**config.mk**
```make
export PLATFORM = sky130hd
export DESIGN_NAME = dmem_lsu
export DESIGN_NICKNAME = d
export VERILOG_FILES = /design/src/rtl/dmem_lsu.sv
export SDC_FILE = /design/constraint.sdc
export NUM_CORES = 1
export LEC_CHECK = 0
export ABC_AREA = 0
export CORE_ASPECT_RATIO = 0.75
export CORE_UTILIZATION = 39
export CTS_CLUSTER_SIZE = 28
export DETAILED_ROUTE_END_ITERATION = 8
export PLACE_DENSITY_LB_ADDON = 0.2
export SYNTH_ARGS = -nofsm -noshare
export SYNTH_HDL_FRONTEND = slang
export SYNTH_SLANG_ARGS = --single-unit
```
**constraint.sdc**
```tcl
create_clock -name clk -period 1.46 [get_ports clk]
set_input_delay 0.292 -clock clk [delete_from_list [all_inputs] [get_ports clk]]
set_output_delay 0.292 -clock clk [all_outputs]
set_load 0.05 [all_outputs]
```
**src/rtl/dmem_lsu.sv**
```systemverilog
// dmem_lsu: load/store unit between the M stage and the data-memory bus.
// Turns an M-stage access into one word-aligned bus transaction with byte
// enables, formats returned load data and stalls the pipeline until the bus
// acknowledges.
// Optional feature: define DMEM_LSU_TIMEOUT_EN to abort a REQ that sees no
// bus_ack within TIMEOUT_CYCLES cycles (bus_err pulse, rdata forced to 0).
module dmem_lsu #(
   parameter int unsigned TIMEOUT_CYCLES = 256
) (
   input  logic        clk,
   input  logic        rst,
   input  logic        mem_req,
   input  logic        mem_we,
   input  logic [1:0]  mem_size,
   input  logic        mem_sign,
   input  logic [31:0] addr,
   input  logic [31:0] wdata,
   output logic [31:0] rdata,
   output logic        stall,
   output logic        addr_err,
   output logic        bus_err,
   output logic        bus_req,
   output logic        bus_we,
   output logic [3:0]  bus_be,
   output logic [31:0] bus_addr,
   output logic [31:0] bus_wdata,
   input  logic        bus_ack,
   input  logic [31:0] bus_rdata
);

   typedef enum logic [1:0] {StIdle, StReq, StResp} state_e;

   state_e      state_q, state_d;
   logic        bus_we_q, bus_we_d;
   logic [3:0]  bus_be_q, bus_be_d;
   logic [31:0] bus_addr_q, bus_addr_d;
   logic [31:0] bus_wdata_q, bus_wdata_d;
   logic [1:0]  off_q, off_d;
   logic [1:0]  size_q, size_d;
   logic        sign_q, sign_d;
   logic [31:0] rdata_q, rdata_d;
   logic        bus_err_q, bus_err_d;

   logic        is_half, is_word;
   logic        start;
   logic        expire;
   logic [3:0]  be_new;
   logic [31:0] wdata_new;
   logic [31:0] load_fmt;

   // Aligned load data: pick the addressed lane(s), then sign/zero extend
   function automatic logic [31:0] fmt_load(input logic [31:0] word, input logic [1:0] off,
                                            input logic [1:0] size, input logic sgn);
      logic [7:0]  b;
      logic [15:0] h;
      logic [31:0] res;
      b = word[{off, 3'b000} +: 8];
      h = off[1] ? word[31:16] : word[15:0];
      case (size)
         2'b00:   res = {{24{sgn & b[7]}}, b};
         2'b01:   res = {{16{sgn & h[15]}}, h};
         default: res = word;
      endcase
      return res;
   endfunction

   // Decode the incoming access: misalignment, byte enables and lane-replicated store data
   always_comb begin
      is_half  = (mem_size == 2'b01);
      is_word  = mem_size[1];
      addr_err = mem_req & ((is_half & addr[0]) | (is_word & (addr[1:0] != 2'b00)));
      start    = (state_q == StIdle) & mem_req & ~addr_err;
      case (mem_size)
         2'b00: begin
            be_new    = 4'b0001 << addr[1:0];
            wdata_new = {4{wdata[7:0]}};
         end
         2'b01: begin
            be_new    = addr[1] ? 4'b1100 : 4'b0011;
            wdata_new = {2{wdata[15:0]}};
         end
         default: begin
            be_new    = 4'b1111;
            wdata_new = wdata;
         end
      endcase
      load_fmt = fmt_load(bus_rdata, off_q, size_q, sign_q);
   end

`ifdef DMEM_LSU_TIMEOUT_EN
   localparam int unsigned CntW = $clog2(TIMEOUT_CYCLES + 1);

   logic [CntW-1:0] cnt_q, cnt_d;

   // Count REQ cycles; expiry fires on the TIMEOUT_CYCLES-th REQ cycle
   always_comb begin
      cnt_d  = cnt_q;
      expire = 1'b0;
      if (start) begin
         cnt_d = '0;
      end else if (state_q == StReq) begin
         cnt_d  = cnt_q + CntW'(1);
         expire = (cnt_d == CntW'(TIMEOUT_CYCLES));
      end
   end

   // Timeout counter register
   always_ff @(posedge clk or negedge rst) begin
      if (!rst) begin
         cnt_q <= '0;
      end else begin
         cnt_q <= cnt_d;
      end
   end
`else
   logic unused_timeout_cfg;

   assign unused_timeout_cfg = ^TIMEOUT_CYCLES;
   assign expire             = 1'b0;
`endif

   // Next-state logic: latch the transaction on IDLE->REQ, capture load data on ack
   always_comb begin
      state_d     = state_q;
      bus_we_d    = bus_we_q;
      bus_be_d    = bus_be_q;
      bus_addr_d  = bus_addr_q;
      bus_wdata_d = bus_wdata_q;
      off_d       = off_q;
      size_d      = size_q;
      sign_d      = sign_q;
      rdata_d     = rdata_q;
      bus_err_d   = 1'b0;
      case (state_q)
         StIdle: begin
            if (start) begin
               state_d     = StReq;
               bus_we_d    = mem_we;
               bus_be_d    = be_new;
               bus_addr_d  = {addr[31:2], 2'b00};
               bus_wdata_d = wdata_new;
               off_d       = addr[1:0];
               size_d      = mem_size;
               sign_d      = mem_sign;
            end
         end
         StReq: begin
            // An ack coinciding with expiry completes normally
            if (bus_ack) begin
               state_d = StResp;
               if (!bus_we_q) begin
                  rdata_d = load_fmt;
               end
            end else if (expire) begin
               state_d   = StResp;
               bus_err_d = 1'b1;
               rdata_d   = '0;
            end
         end
         // A request still visible here belongs to the completing instruction
         StResp:  state_d = StIdle;
         default: state_d = StIdle;
      endcase
   end

   // State and transaction registers
   always_ff @(posedge clk or negedge rst) begin
      if (!rst) begin
         state_q     <= StIdle;
         bus_we_q    <= 1'b0;
         bus_be_q    <= 4'b0000;
         bus_addr_q  <= '0;
         bus_wdata_q <= '0;
         off_q       <= 2'b00;
         size_q      <= 2'b00;
         sign_q      <= 1'b0;
         rdata_q     <= '0;
         bus_err_q   <= 1'b0;
      end else begin
         state_q     <= state_d;
         bus_we_q    <= bus_we_d;
         bus_be_q    <= bus_be_d;
         bus_addr_q  <= bus_addr_d;
         bus_wdata_q <= bus_wdata_d;
         off_q       <= off_d;
         size_q      <= size_d;
         sign_q      <= sign_d;
         rdata_q     <= rdata_d;
         bus_err_q   <= bus_err_d;
      end
   end

   // Outputs; bus_req decodes the state flop so reset drops it asynchronously
   always_comb begin
      bus_req   = (state_q == StReq);
      stall     = start | (state_q == StReq);
      bus_we    = bus_we_q;
      bus_be    = bus_be_q;
      bus_addr  = bus_addr_q;
      bus_wdata = bus_wdata_q;
      rdata     = rdata_q;
      bus_err   = bus_err_q;
   end

endmodule

```
==> impl_metrics.toml <==
[placed_design]
gp_congestion = 0.888
dp_hpwl_um = 11900
dp_cells = 844
port_buffers = 205

[final_layout]
syn_to_final_growth_pct = 83.2
layout_common_cells = "buf_12 (108), dfrtp_1 (102), clkdlybuf4s50_1 (98), nand2_1 (46), buf_4 (45)"
antennaDiodeCount = 0
finish.utilization_pct = 75.2
drive_above_1_share_pct = 40.4
final_common_cell = "buf_12"
nets = 810
fin_cells = 877

[synthesis]
yosys.area.top_type_share_pct = 51.4
ys_types = 40
seq_area_frac_synth_pct = 51.4
muxShareOfSynthArea_pct = 19.5
synthArstFlopShare_pct = 100
synth_fa_ha_area_share_pct = 0
synth-seq-cells = 106
synth.area.top_cells = "dfrtp_1 (51%), mux2_4 (8.7%), mux2i_1 (8.0%)"
syn-mean-instance-area_um2 = 11.2
netlist_instances = 460
synth-edff-count = 0
synth_warnings = 0
synth_compound_area_share_pct = 10.4
ys.flop_type = "dfrtp_1"
synth_top_family_by_area = "multiplexers"
synth_area_um2 = 5160
yosys.area_share.simple_pct = 13.9
synth_xor_area_share_pct = 0
yosys.area.top_type = "dfrtp_1"

[min_path]
hold_class = "input pin to async pin"

[route]
vias_per_cell = 5.21
ant_nets = 0
route.detailed.drc = 0
first_pass_iters = 4
vias = 4565
post_drt_wl_per_cell_um = 18.1
wl_um = 15900
drt-initial-drc-count = 207

[pwr]
ir_worst_vdd_v = 0.00120
power.density_nw_per_um2 = 1960
leakagePower_nw = 4.40

[worst_setup_path]
end_kind = "primary output"
start_kind = "flop"
critical_path_class = "flop to primary output"
worstPathArrival_ns = 1.32
critPathMaxFanout = 3
critPathRequiredTime_ns = 1.17
rrSetupSlack_ns = -0.14

[clock_tree]
numClockSinks = 106
htreeDepth = 3
numCtsBuffers = 9
cts_tree = "done"
insertion_delay_ns = 0.33
cts_root_buf = "clkbuf_16"
clk_pin_slew_ns = 0.07
clockBufferDepth = 2

[die]
initial_core_util_pct = 41.0
die-area_um2 = 13700
rows = 35
ios = 209
die_x_um = 135
dieHeight_um = 102
core_um2 = 12600

[grt]
grt_pass1_vias = 4787
grt_pass1_wl_um = 25100
gr-usage-all-layers_pct = 23.8
antenna_found_initial = 0
grt_max_degree = 32
overflow = 0

[timing]
rsz0062_at_grt = "yes"
slew_headroom_pct = 61.0
hold_viol = 0
max_freq_mhz = 622
setup_ws_ns = -0.147
final-setup-viol-count = 61
drv_slew = 0
period_minus_slack_ns = 1.61
worstMarginPinSlew_ns = 0.584
min_period_over_period_pct = 110
fin_skew_ns = 0.00895

[job]
maxCapViolations = 0

[run_status]
status = "finished with violations"
violations = "negative setup slack"
==> through the flow <==
step           setup WS, ns  power, mW  hold slack, ns  TNS (ns)  instance area [µm²]
2_1_floorplan      -0.00840       10.0        -0.00359   -0.0141                 5210
3_3_place_gp         -0.387       15.7           0.212    -31.48                 8670
3_5_place_dp         -0.441       15.9           0.219    -36.03                 8670
4_1_cts              -0.172       18.5           0.390     -2.79                 9250
5_1_grt              -0.222       19.3           0.446     -9.28                 9450
6_report             -0.147       18.5           0.424     -3.35                 9450
==> report_power, final <==
part	leakage [nW]	internal, mW	switching (mW)
sequential	1.29	3.98	1.26
combinational	2.97	5.48	5.49
clock	0.140	1.27	1.06
total	4.40	10.7	7.81
==> worst max-delay path: stages (launching register included) <==
cell and delay (ns):
dfrtp_1 0.41, nor2_2 0.13, nand4_4 0.12, buf_6 0.14, nand2_4 0.05, buf_12 0.13
==> worst paths after layout <==
path / start / end / depth (start not counted)
setup / recovery: state_q[1]$_DFFE_PN0P_ / stall / 5
hold / removal: rst / bus_addr[15]$_DFFE_PN0P_ / 2
setup reg to reg: state_q[1]$_DFFE_PN0P_ / rdata[5]$_DFFE_PN0P_ / 7
hold reg to reg: bus_wdata[12]$_DFFE_PN0P_ / bus_wdata[12]$_DFFE_PN0P_ / 2
max in group asynchronous: rst / bus_addr[30]$_DFFE_PN0P_ / 3
min in group clk: addr[0] / off_q[0]$_DFFE_PN0P_ / 3
==> flip-flops by register name, summed over array words and instances, names as in the netlist <==
signal     count
bus_wdata     32
rdata         32
bus_addr      30
bus_be         4
off_q          2
size_q         2
state_q        2
bus_we         1
sign_q         1
==> routing by layer <==
metal  vias to the layer above  global-route usage (%)  part of all wire, %
li1                       2112                       -                    -
met1                      2247                    30.9                   42
met5                         -                       0                    0
met2                       178                    39.1                   49
met4                         0                    6.14                  1.9
met3                        28                    6.91                  7.3
==> area by class of cell <==
cell class | count | area (µm²)
clock buffer | 12 | 256
clock inverter | 4 | 33.8
fill | 789 | 3120
inverter | 3 | 11.3
multi-input combinational | 317 | 2510
sequential | 106 | 2660
tap | 166 | 208
timing repair buffer | 269 | 3770
==> synth_stat cells, types with 10 or more instances <==
| cell type | instances |
|---|---|
| mux2_4 | 30 |
| o21ai_0 | 39 |
| mux2_2 | 13 |
| nand3_2 | 10 |
| mux2i_1 | 41 |
| buf_2 | 16 |
| nor2_1 | 22 |
| nand3_1 | 22 |
| nand2_1 | 58 |
| a21oi_1 | 19 |
| dfrtp_1 | 106 |
==> repair_timing <==
item / 4_1_cts / 5_1_grt
gates cloned: 3 / 1
setup endpoints to repair: 71 / 94
hold buffers: 1 / 0
gates resized for setup: 55 / 27
pin swaps: 11 / 13
endpoints found under the hold margin: 19 / 0
setup buffers: 4 / 8
==> kinds of logic (layout without fill, tap and decap cells) <==
group           count (synthesis)  after routing
flops                         106            106
simple gates                  142            142
buf+inv                        39            288
other cells                     1              3
compound gates                 88             88
mux                            84             84
Note: power is estimated with default switching activity, not from simulation.
